$ cat config.mk
export PLATFORM = sky130hd
export DESIGN_NAME = sim_exit_ctrl_flat
export DESIGN_NICKNAME = d
export VERILOG_FILES = /design/src/rtl/sim_exit_ctrl_pkg.sv /design/src/rtl/sim_exit_ctrl_if.sv /design/src/rtl/sim_exit_ctrl_watchdog.sv /design/src/rtl/sim_exit_ctrl.sv /design/src/flat_wrapper.sv
export SDC_FILE = /design/constraint.sdc
export NUM_CORES = 1
export LEC_CHECK = 0
export ABC_AREA = 1
export CAP_MARGIN = 20
export CORE_UTILIZATION = 45
export CTS_CLUSTER_DIAMETER = 100
export DETAILED_ROUTE_END_ITERATION = 16
export HOLD_SLACK_MARGIN = 0.08
export PLACE_DENSITY = 0.79
export SETUP_SLACK_MARGIN = 0.02
export SKIP_CTS_REPAIR_TIMING = 1
export SKIP_LAST_GASP = 1
export SLEW_MARGIN = 40
export SYNTH_ARGS = -nofsm -noshare
export SYNTH_HDL_FRONTEND = slang
export SYNTH_HIERARCHICAL = 1
export SYNTH_SLANG_ARGS = --single-unit
$ cat constraint.sdc
create_clock -name clk_i -period 2.25 [get_ports clk_i]
set_input_delay 0.3375 -clock clk_i [delete_from_list [all_inputs] [get_ports clk_i]]
set_output_delay 0.3375 -clock clk_i [all_outputs]
set_load 0.05 [all_outputs]
$ cat src/rtl/sim_exit_ctrl_pkg.sv
// Shared types and constants for the simulation-exit controller and other
// harness monitors.
package sim_ctrl_pkg;

   typedef enum logic {WAIT_ALL = 1'b0, FIRST_FAIL = 1'b1} exit_policy_e;

   typedef enum logic {RUN = 1'b0, DONE = 1'b1} state_e;

   localparam logic [31:0] TIMEOUT_CODE_DEFAULT = 32'hDEAD_0001;

   // One extra bit so that the all-ones index can mean "watchdog".
   function automatic int src_idx_w(input int n_src);
      return $clog2(n_src) + 1;
   endfunction

endpackage

$ cat src/rtl/sim_exit_ctrl_if.sv
// Exit-report bus between the harts/accelerators and the exit controller.
interface sim_exit_ctrl_if #(
   parameter int N_SRC   = 4,
   parameter int VALUE_W = 32
);
   import sim_ctrl_pkg::*;

   localparam int SRC_IDX_W = src_idx_w(N_SRC);

   // src_valid_i is a level or pulse sampled every cycle; a source counts as
   // reported on the first edge where it is valid and masked in, and no ready
   // exists because the controller always accepts that first report.
   // exit_valid_o is sticky and qualifies exit_value_o/exit_src_o/timeout_o.
   logic [N_SRC-1:0]         src_valid_i;
   logic [N_SRC*VALUE_W-1:0] src_value_i;
   logic [N_SRC-1:0]         src_mask_i;
   logic                     progress_i;
   logic                     exit_valid_o;
   logic [VALUE_W-1:0]       exit_value_o;
   logic [SRC_IDX_W-1:0]     exit_src_o;
   logic [N_SRC-1:0]         done_vec_o;
   logic                     timeout_o;

   modport master (
      output src_valid_i, src_value_i, src_mask_i, progress_i,
      input  exit_valid_o, exit_value_o, exit_src_o, done_vec_o, timeout_o
   );

   modport slave (
      input  src_valid_i, src_value_i, src_mask_i, progress_i,
      output exit_valid_o, exit_value_o, exit_src_o, done_vec_o, timeout_o
   );

endinterface

$ cat src/rtl/sim_exit_ctrl_watchdog.sv
// Progress watchdog: saturating cycle counter cleared by a kick, raising a
// combinational expire strobe on the last allowed cycle. LIMIT = 0 disables it.
module sim_watchdog #(
   parameter int LIMIT = 1_000_000
) (
   input  logic clk_i,
   input  logic rst_ni,
   input  logic en_i,
   input  logic kick_i,
   output logic expire_o
);

   localparam int CNT_W = (LIMIT > 1) ? $clog2(LIMIT) : 1;
   localparam logic [CNT_W-1:0] LAST = (LIMIT > 0) ? CNT_W'(LIMIT - 1) : '0;

   logic [CNT_W-1:0] r_cnt;

   always_ff @(posedge clk_i or negedge rst_ni) begin
      if (!rst_ni) begin
         r_cnt <= '0;
      end else if (kick_i) begin
         r_cnt <= '0;
      end else if (en_i && (r_cnt != '1)) begin
         r_cnt <= r_cnt + 1'b1;
      end
   end

   assign expire_o = (LIMIT != 0) && en_i && !kick_i && (r_cnt == LAST);

endmodule

$ cat src/rtl/sim_exit_ctrl.sv
// Simulation-exit controller: latches the first exit report of each source,
// applies the completion policy and a progress watchdog, then holds the result.
module sim_exit_ctrl
   import sim_ctrl_pkg::*;
#(
   parameter int                  N_SRC          = 4,
   parameter int                  VALUE_W        = 32,
   parameter int                  EXIT_POLICY    = 0,
   parameter int                  TIMEOUT_CYCLES = 1_000_000,
   parameter logic [VALUE_W-1:0]  TIMEOUT_CODE   = VALUE_W'(TIMEOUT_CODE_DEFAULT)
) (
   input  logic                clk_i,
   input  logic                rst_ni,
   sim_exit_ctrl_if.slave      bus,
   output state_e              dbg_state_o
);

   localparam int SRC_IDX_W       = src_idx_w(N_SRC);
   localparam bit FIRST_FAIL_MODE = (EXIT_POLICY == int'(FIRST_FAIL));

   state_e               r_state;
   logic [N_SRC-1:0]     r_done;
   logic [VALUE_W-1:0]   r_value [N_SRC];
   logic [SRC_IDX_W-1:0] r_last_src;
   logic                 r_exit_valid;
   logic [VALUE_W-1:0]   r_exit_value;
   logic [SRC_IDX_W-1:0] r_exit_src;
   logic                 r_timeout;

   logic [N_SRC-1:0]     w_cap;
   logic [N_SRC-1:0]     w_done_nx;
   logic                 w_all_done;
   logic                 w_fail;
   logic [SRC_IDX_W-1:0] w_fail_idx;
   logic [VALUE_W-1:0]   w_fail_val;
   logic [VALUE_W-1:0]   w_val;
   logic                 w_any_cap;
   logic [SRC_IDX_W-1:0] w_cap_hi;
   logic [SRC_IDX_W-1:0] w_ok_src;
   logic                 w_complete;
   logic                 w_expire;

   sim_watchdog #(.LIMIT(TIMEOUT_CYCLES)) u_wdog (
      .clk_i    (clk_i),
      .rst_ni   (rst_ni),
      .en_i     (r_state == RUN),
      .kick_i   (bus.progress_i),
      .expire_o (w_expire)
   );

   // Completion looks at the registered captures merged with this cycle's
   // captures, so exit can be decided on the same edge as the last report.
   always_comb begin
      w_cap      = (r_state == RUN) ? (bus.src_mask_i & bus.src_valid_i & ~r_done) : '0;
      w_done_nx  = r_done | w_cap;
      w_all_done = &(w_done_nx | ~bus.src_mask_i);
      w_any_cap  = |w_cap;
      w_fail     = 1'b0;
      w_fail_idx = '0;
      w_fail_val = '0;
      w_val      = '0;
      w_cap_hi   = '0;
      for (int i = N_SRC - 1; i >= 0; i--) begin
         w_val = w_cap[i] ? bus.src_value_i[i*VALUE_W +: VALUE_W] : r_value[i];
         if (w_done_nx[i] && bus.src_mask_i[i] && (w_val != '0)) begin
            w_fail     = 1'b1;
            w_fail_idx = SRC_IDX_W'(i);
            w_fail_val = w_val;
         end
      end
      for (int i = 0; i < N_SRC; i++) begin
         if (w_cap[i]) w_cap_hi = SRC_IDX_W'(i);
      end
      w_ok_src   = w_any_cap ? w_cap_hi : r_last_src;
      w_complete = FIRST_FAIL_MODE ? (w_fail || w_all_done) : w_all_done;
   end

   always_ff @(posedge clk_i or negedge rst_ni) begin
      if (!rst_ni) begin
         r_state      <= RUN;
         r_done       <= '0;
         r_last_src   <= '0;
         r_exit_valid <= 1'b0;
         r_exit_value <= '0;
         r_exit_src   <= '0;
         r_timeout    <= 1'b0;
         for (int i = 0; i < N_SRC; i++) r_value[i] <= '0;
      end else if (r_state == RUN) begin
         r_done <= w_done_nx;
         for (int i = 0; i < N_SRC; i++) begin
            if (w_cap[i]) r_value[i] <= bus.src_value_i[i*VALUE_W +: VALUE_W];
         end
         if (w_any_cap) r_last_src <= w_cap_hi;
         // Completion has priority over a watchdog expiry in the same cycle.
         if (w_complete) begin
            r_state      <= DONE;
            r_exit_valid <= 1'b1;
            r_exit_value <= w_fail ? w_fail_val : '0;
            r_exit_src   <= w_fail ? w_fail_idx : w_ok_src;
         end else if (w_expire) begin
            r_state      <= DONE;
            r_exit_valid <= 1'b1;
            r_timeout    <= 1'b1;
            r_exit_value <= TIMEOUT_CODE;
            r_exit_src   <= '1;
         end
      end
   end

   assign bus.exit_valid_o = r_exit_valid;
   assign bus.exit_value_o = r_exit_value;
   assign bus.exit_src_o   = r_exit_src;
   assign bus.done_vec_o   = r_done;
   assign bus.timeout_o    = r_timeout;
   assign dbg_state_o      = r_state;

endmodule

$ cat src/flat_wrapper.sv
// flat-port wrapper written by rule: the top's interface ports become plain ports
module sim_exit_ctrl_flat import sim_ctrl_pkg::*;
#(
   parameter int                  N_SRC          = 4,
   parameter int                  VALUE_W        = 32,
   parameter int                  EXIT_POLICY    = 0,
   parameter int                  TIMEOUT_CYCLES = 1_000_000,
   parameter logic [VALUE_W-1:0]  TIMEOUT_CODE   = VALUE_W'(TIMEOUT_CODE_DEFAULT)
)
  (clk_i, rst_ni, dbg_state_o, bus_src_valid_i, bus_src_value_i, bus_src_mask_i, bus_progress_i, bus_exit_valid_o, bus_exit_value_o, bus_exit_src_o, bus_done_vec_o, bus_timeout_o);
  sim_exit_ctrl_if #(.N_SRC(N_SRC), .VALUE_W(VALUE_W)) bus_i ();
  input  logic clk_i;
  input  logic rst_ni;
  output state_e dbg_state_o;
  input wire logic [$bits(bus_i.src_valid_i)-1:0] bus_src_valid_i;
  input wire logic [$bits(bus_i.src_value_i)-1:0] bus_src_value_i;
  input wire logic [$bits(bus_i.src_mask_i)-1:0] bus_src_mask_i;
  input wire logic [$bits(bus_i.progress_i)-1:0] bus_progress_i;
  output wire logic [$bits(bus_i.exit_valid_o)-1:0] bus_exit_valid_o;
  output wire logic [$bits(bus_i.exit_value_o)-1:0] bus_exit_value_o;
  output wire logic [$bits(bus_i.exit_src_o)-1:0] bus_exit_src_o;
  output wire logic [$bits(bus_i.done_vec_o)-1:0] bus_done_vec_o;
  output wire logic [$bits(bus_i.timeout_o)-1:0] bus_timeout_o;
  assign bus_i.src_valid_i = bus_src_valid_i;
  assign bus_i.src_value_i = bus_src_value_i;
  assign bus_i.src_mask_i = bus_src_mask_i;
  assign bus_i.progress_i = bus_progress_i;
  assign bus_exit_valid_o = bus_i.exit_valid_o;
  assign bus_exit_value_o = bus_i.exit_value_o;
  assign bus_exit_src_o = bus_i.exit_src_o;
  assign bus_done_vec_o = bus_i.done_vec_o;
  assign bus_timeout_o = bus_i.timeout_o;
  sim_exit_ctrl #(.N_SRC(N_SRC), .VALUE_W(VALUE_W), .EXIT_POLICY(EXIT_POLICY), .TIMEOUT_CYCLES(TIMEOUT_CYCLES), .TIMEOUT_CODE(TIMEOUT_CODE)) u_core (.clk_i(clk_i), .rst_ni(rst_ni), .bus(bus_i), .dbg_state_o(dbg_state_o));
endmodule
## Word level (Yosys, flattened, before mapping)

Index checks and enable logic that the tools add are counted.

- Add/subtract/negate cells: 1
- Eq/ne operators: 2
- Multiplexer cells: 34
- Bitwise operators: 8
- Reduce and logical (&&, ||, !) cells: 22

Operators by type and width:

| kind | number |
|---|---|
| $mux 32 | 11 |
| $reduce_bool 32->1 | 4 |
| $mux 20 | 2 |
| $add 20x1->20 const B | 1 |
| $eq 20x20->1 const B | 1 |
| $ne 20x20->1 const B | 1 |
| $mux 2 | 6 |
| $mux 3 | 4 |
| $logic_and 1x1->1 | 11 |
| $mux 1 | 10 |
| $and 4x4->4 | 2 |
| $not 4->4 | 2 |
| $or 4x4->4 | 2 |
| $mux 4 | 1 |
| $reduce_and 4->1 | 1 |
| $reduce_bool 2->1 | 2 |
| $reduce_or 4->1 | 1 |
| $reduce_and 3->1 | 1 |
| $not 1->1 | 2 |
| $reduce_and 2->1 | 1 |
| $logic_not 1->1 | 1 |

- Register bits after elaboration: 193
- Input bits: 139
- Output and inout port bits: 42
- Word-level logic and storage cells: 79

## Longest topological paths before layout

Gate-level depths: netlist (run 1).

- Depth after elaboration: 12
- Mapped depth: 20
- Depth with buffers taken out: 18

## Cells and area by module

Netlist (run 1), hierarchy kept.

By module, submodules not included:

| module | times used | cells each | area an instance (um^2) | seq. area each (um^2) |
|---|---|---|---|---|
| sim_exit_ctrl | 1 | 1,352 | 9,730.6 | 4,329.2 |
| sim_watchdog | 1 | 217 | 1,492.7 | 500.5 |

## Worst setup path before layout (run 1)

Ideal clock, no wire load.

- Path kind: reg2reg
- From: reg u_core.r_state, in the netlist u_core/dbg_state_o
- To: reg u_core.r_exit_value[2], in the netlist u_core/bus.exit_value_o[2]
- Setup time: 0.118 ns
- Data arrival time: 2.295 ns
- Data required time: 2.132 ns
- Setup slack: -0.163 ns
- Stages on the path, launching flop included: 20
- Path buffers: 4
- Period minus slack after synthesis: 2.413 ns
- Path through: dfrtp_1 buf_6 nor2_4 nand2_2 buf_6 buf_6 nand2_1 nand2_1 nand2_1 nor2_1 nand2_1 nor2_1 nand2_2 nand2_4 buf_2 o21ai_0 nand3_1 nand3_1 nand2_1 nand2_1

- Word-level cells in the longest chain between the ends: 10
- Elaborated cells between the ends (all ways): 35
- Those cells by class: mux (15); bitwise (3); reduce/logical (17)

RTL lines:

| item | RTL line | source |
|---|---|---|
| from (decl) | sim_exit_ctrl.sv:21 | `state_e r_state;` |
| from (signal assigned) | sim_exit_ctrl.sv:80 | `r_state <= RUN;` |
| from (signal assigned) | sim_exit_ctrl.sv:96 | `r_state <= DONE;` |
| from (signal assigned) | sim_exit_ctrl.sv:101 | `r_state <= DONE;` |
| $mux 4 | sim_exit_ctrl.sv:54 | `w_cap = (r_state == RUN) ? (bus.src_mask_i & bus.src_valid_i & ~r_done) : '0;` |
| $mux 32 / $or 4x4->4 (equally long branches) | sim_exit_ctrl.sv:64, sim_exit_ctrl.sv:55 |  |
| $reduce_bool 32->1 / $logic_and 1x1->1 (equally long branches) | sim_exit_ctrl.sv:65 | `if (w_done_nx[i] && bus.src_mask_i[i] && (w_val != '0)) begin` |
| $logic_and 1x1->1 | sim_exit_ctrl.sv:65 |  |
| $mux 32 / $mux 1 (equally long branches) (4 in a row) | sim_exit_ctrl.sv:65 |  |
| $mux 32 | sim_exit_ctrl.sv:98 | `r_exit_value <= w_fail ? w_fail_val : '0;` |
| $mux 32 | sim_exit_ctrl.sv:95 | `if (w_complete) begin` |
| to (signal assigned) | sim_exit_ctrl.sv:98 |  |
| to (decl) | sim_exit_ctrl.sv:26 | `logic [VALUE_W-1:0] r_exit_value;` |

Parallel ways exist; a longest one is shown, timed or not.
A chain may end at the register's enable or synchronous reset.

## Worst setup path after layout (run 1)

- From: reg u_core.r_state, in the netlist u_core/dbg_state_o
- To: reg u_core.r_exit_value[15], in the netlist u_core/bus.exit_value_o[15]

The elaborated chain is that of the path after synthesis.

==> metrics.md, run 1 <==
| Metric | Value |
|---|---|
| Outcome | `finished with violations` |
| Failing checks | `negative setup slack` |
| Root buffer cell | `clkbuf_16` |
| Syn nets | `1709` |
| Setup ws final | `-0.307 ns` |
| Setup TNS | `-8.35 ns` |
| Post-synthesis sequential area ratio | `43.0%` |
| Clock sink count | `193` |
| Pre-CTS setup slack | `-0.620 ns` |
| Synth top area share | `43.0%` |
| Cts bufs inserted | `17` |
| Design area | `15600 um2` |
| Final WL | `36000 um` |
| Die X | `160 um` |
| Final HPWL DP | `27600 um` |
| Crit-path cells | `buf_4 -> nor2_4 -> buf_4 -> buf_12 -> nand3b_1 -> nand2_1 -> nand2_1 -> nor2_1 -> nand2_1 -> nor2_2 -> nand2_2 -> nand2_4 -> buf_12 -> o21ai_1 -> nand3_1 -> nand3_2 -> nand2_1 -> nand2_1` |
| Avg Cell Area, Syn | `7.15 um2` |
| Fmax | `391 MHz` |
| Crit. End Element | `flop` |
| Core box area | `24400 um2` |
| Post-synth EDFFs | `0` |
| Mapped Cells | `1569` |
| Worst Path Arrival | `2.88 ns` |
| H-tree depth | `4` |
| Most used cell, CP | `nand2_1` |
| Max-slew violations | `0` |
| Initial Util | `46.0%` |
| Placer congestion estimate | `0.956` |
| Overflow after GRT | `0` |
| Post-synth top area cell | `dfrtp_1` |
| Synth unique cells | `40` |
| Worst-Margin Slew | `0.595 ns` |
| #FFs+latches synth | `193` |
| Critical path class | `reg -> reg` |
| Share of layout cells above drive strength 1 | `18.2%` |
| Clock tree buffer depth | `2` |
| Worst Path Max Fanout | `20` |
| Tmin final | `2.56 ns` |
| Async SR Flop Fraction | `100%` |
| Die Y | `160 um` |
| Hold Path Class | `in -> async` |
| Peak VDD IR | `0.490 mV` |
| WL/cell | `16.0 um` |
| Cell row count | `57` |
| Nets | `2054` |
| DR vias/cell | `4.94` |
| CTS tree | `built` |
| YS warnings | `6` |
| Starting DRT DRC Count | `1062` |
| Gr usage total | `28.5%` |
| Startpoint types | `flop` |
| Drt pass-1 iters | `5` |
| Count of final hold-check violations | `0` |
| FF-to-FF Start | `u_core/dbg_state_o` |
| Reg clk slew, reported paths | `0.07 ns` |
| RSZ-0062 raised after global routing | `yes` |
| Commonest cells in the netlist | `nand2_1, inv_1, dfrtp_1, nand3_1, nor2_1` |
| Number of diodes | `0` |
| Worst reg-to-reg setup slack | `-0.31 ns` |
| Final setup viols | `35` |
| Remaining DRCs | `0` |
| Pwr dens | `524 nW/um2` |
| Clk Latency, worst-skew pair | `0.44 ns` |
| Slowest CP cell | `dfrtp_2` |
| Buf+Inv Stages, Crit Path | `4` |
| Fin Clk Skew | `0.0114 ns` |
| Top delay family on crit path | `simple AND/OR/NAND/NOR gates` |
| Cells after DPL | `2206` |
| I/O pins | `181` |
| Number of port buffers | `180` |
| Pin count of the biggest net entering global routing | `55` |
| Vias | `11100` |
| Routed Antenna Nets | `0` |
| Synth area leaders | `dfrtp_1, nand2_1, inv_1` |
| Placed Instance Area | `14800 um2` |
| MaxCap Viol Count | `0` |
| Vias in the first global route | `10800` |
| Global-route wire length before repair | `56300 um` |
| Post-synth top flop | `dfrtp_1` |
| Mapped cell area | `11200 um2` |
| Crit path largest cell delay | `0.43 ns` |
| Hold slack | `0.380 ns` |
| Slew HR | `60.2%` |
| Critical path origin | `u_core/dbg_state_o` |
| Area grow syn2layout | `38.6%` |
| Floorplan die area | `25600 um2` |
| Most instantiated library cell after synthesis | `nand2_1` |
| Final non-filler cell total | `2250` |
| Leak pwr | `7.95 nW` |
| Critical Path RT | `2.58 ns` |
| Ratio of final minimum period to clock period | `114%` |
| Initial antenna violation count | `0` |
[cell usage in the layout, fill, tap and decap left out, types with 7 or more instances in the layout]
cell type / count
nand2_1: 511
inv_1: 318
dfrtp_1: 190
buf_4: 189
clkdlybuf4s50_1: 178
nand3_1: 108
nor2_1: 84
nand3b_1: 58
o21ai_1: 52
o21ai_0: 35
o21ai_2: 31
buf_12: 21
clkbuf_16: 19
nand3_2: 17
nand2_2: 13
a21oi_2: 11
nor2_2: 9
a21oi_1: 9
clkinv_1: 7
[metrics by stage]
step           total power, mW  utilization (%)
6_report                  8.15             63.8
5_1_grt                   8.45             63.8
3_3_place_gp              5.04             60.5
3_5_place_dp              5.05             60.5
2_1_floorplan             4.31                -
4_1_cts                   8.18             62.9
[state kept, by name, indices dropped and copies added (netlist names)]
name	flops
u_core/bus.timeout_o	1
u_core/r_value	128
u_core/bus.exit_valid_o	1
u_core/u_wdog/r_cnt	20
u_core/r_last_src	3
u_core/dbg_state_o	1
u_core/bus.done_vec_o	4
u_core/bus.exit_value_o	32
u_core/bus.exit_src_o	3
[where the power goes]
group	total (mW)	internal, mW	switching (mW)
combinational	1.36	0.601	0.762
clock	3.13	1.78	1.35
sequential	3.66	3.58	0.0715
total	8.15	5.96	2.19
[cells by family (layout without fill, tap and decap cells)]
| group | after synthesis | in the layout | share of synthesized area, % |
|---|---|---|---|
| xor+xnor | 4 | 4 | 0.312 |
| buf+inv | 398 | 754 | 15.4 |
| compound gates | 146 | 146 | 7.66 |
| fa+ha+maj | 1 | 1 | 0.111 |
| flops | 193 | 193 | 43.0 |
| simple gates | 827 | 828 | 33.5 |
[worst reg2reg max path, cell delays in order (launching register included)]
cell      delay, ns
dfrtp_2        0.43
buf_4          0.15
nor2_4         0.17
buf_4          0.15
buf_12         0.13
nand3b_1       0.11
nand2_1        0.11
nand2_1        0.06
nor2_1         0.13
nand2_1        0.09
nor2_2         0.13
nand2_2        0.10
nand2_4        0.11
buf_12         0.15
o21ai_1        0.08
nand3_1        0.12
nand3_2        0.12
nand2_1        0.08
nand2_1        0.04
[final timing paths]
kind                                          endpoint  cells after the start
setup / recovery           u_core/bus.exit_value_o[15]                     18
hold / removal                      u_core/r_value[86]                      2
setup reg to reg           u_core/bus.exit_value_o[15]                     18
hold reg to reg                   u_core/bus.timeout_o                      1
max in group asynchronous           u_core/r_value[11]                      3
min in group clk_i                u_core/bus.timeout_o                      1
[metal layers]
metal  track usage [%]  vias up  share of wire, %
met5                 0        -                 0
met2              46.5      448                47
li1                  -     5395                 -
met1              37.5     5199                42
met4              10.8        0               3.3
met3              5.30       70               7.8
[area by class of cell]
cell class	count	area, um2
fill	2023	8840
sequential	193	4830
multi-input combinational	979	4790
timing repair buffer	393	3700
inverter	330	1240
clock buffer	22	454
tap	324	405
clock inverter	9	133
Note: power is estimated with default switching activity, not from simulation.
==> run 2, diff against run 1 <==
--- a/config.mk
+++ b/config.mk
@@ -6,7 +6,7 @@
 export NUM_CORES = 1
 export LEC_CHECK = 0
 export ABC_AREA = 1
-export CAP_MARGIN = 20
+export CAP_MARGIN = 10
 export CORE_UTILIZATION = 45
 export CTS_CLUSTER_DIAMETER = 100
 export DETAILED_ROUTE_END_ITERATION = 16
==> results of run 2 <==
The final DEF is identical to that of run 1; final timing and power are the same.
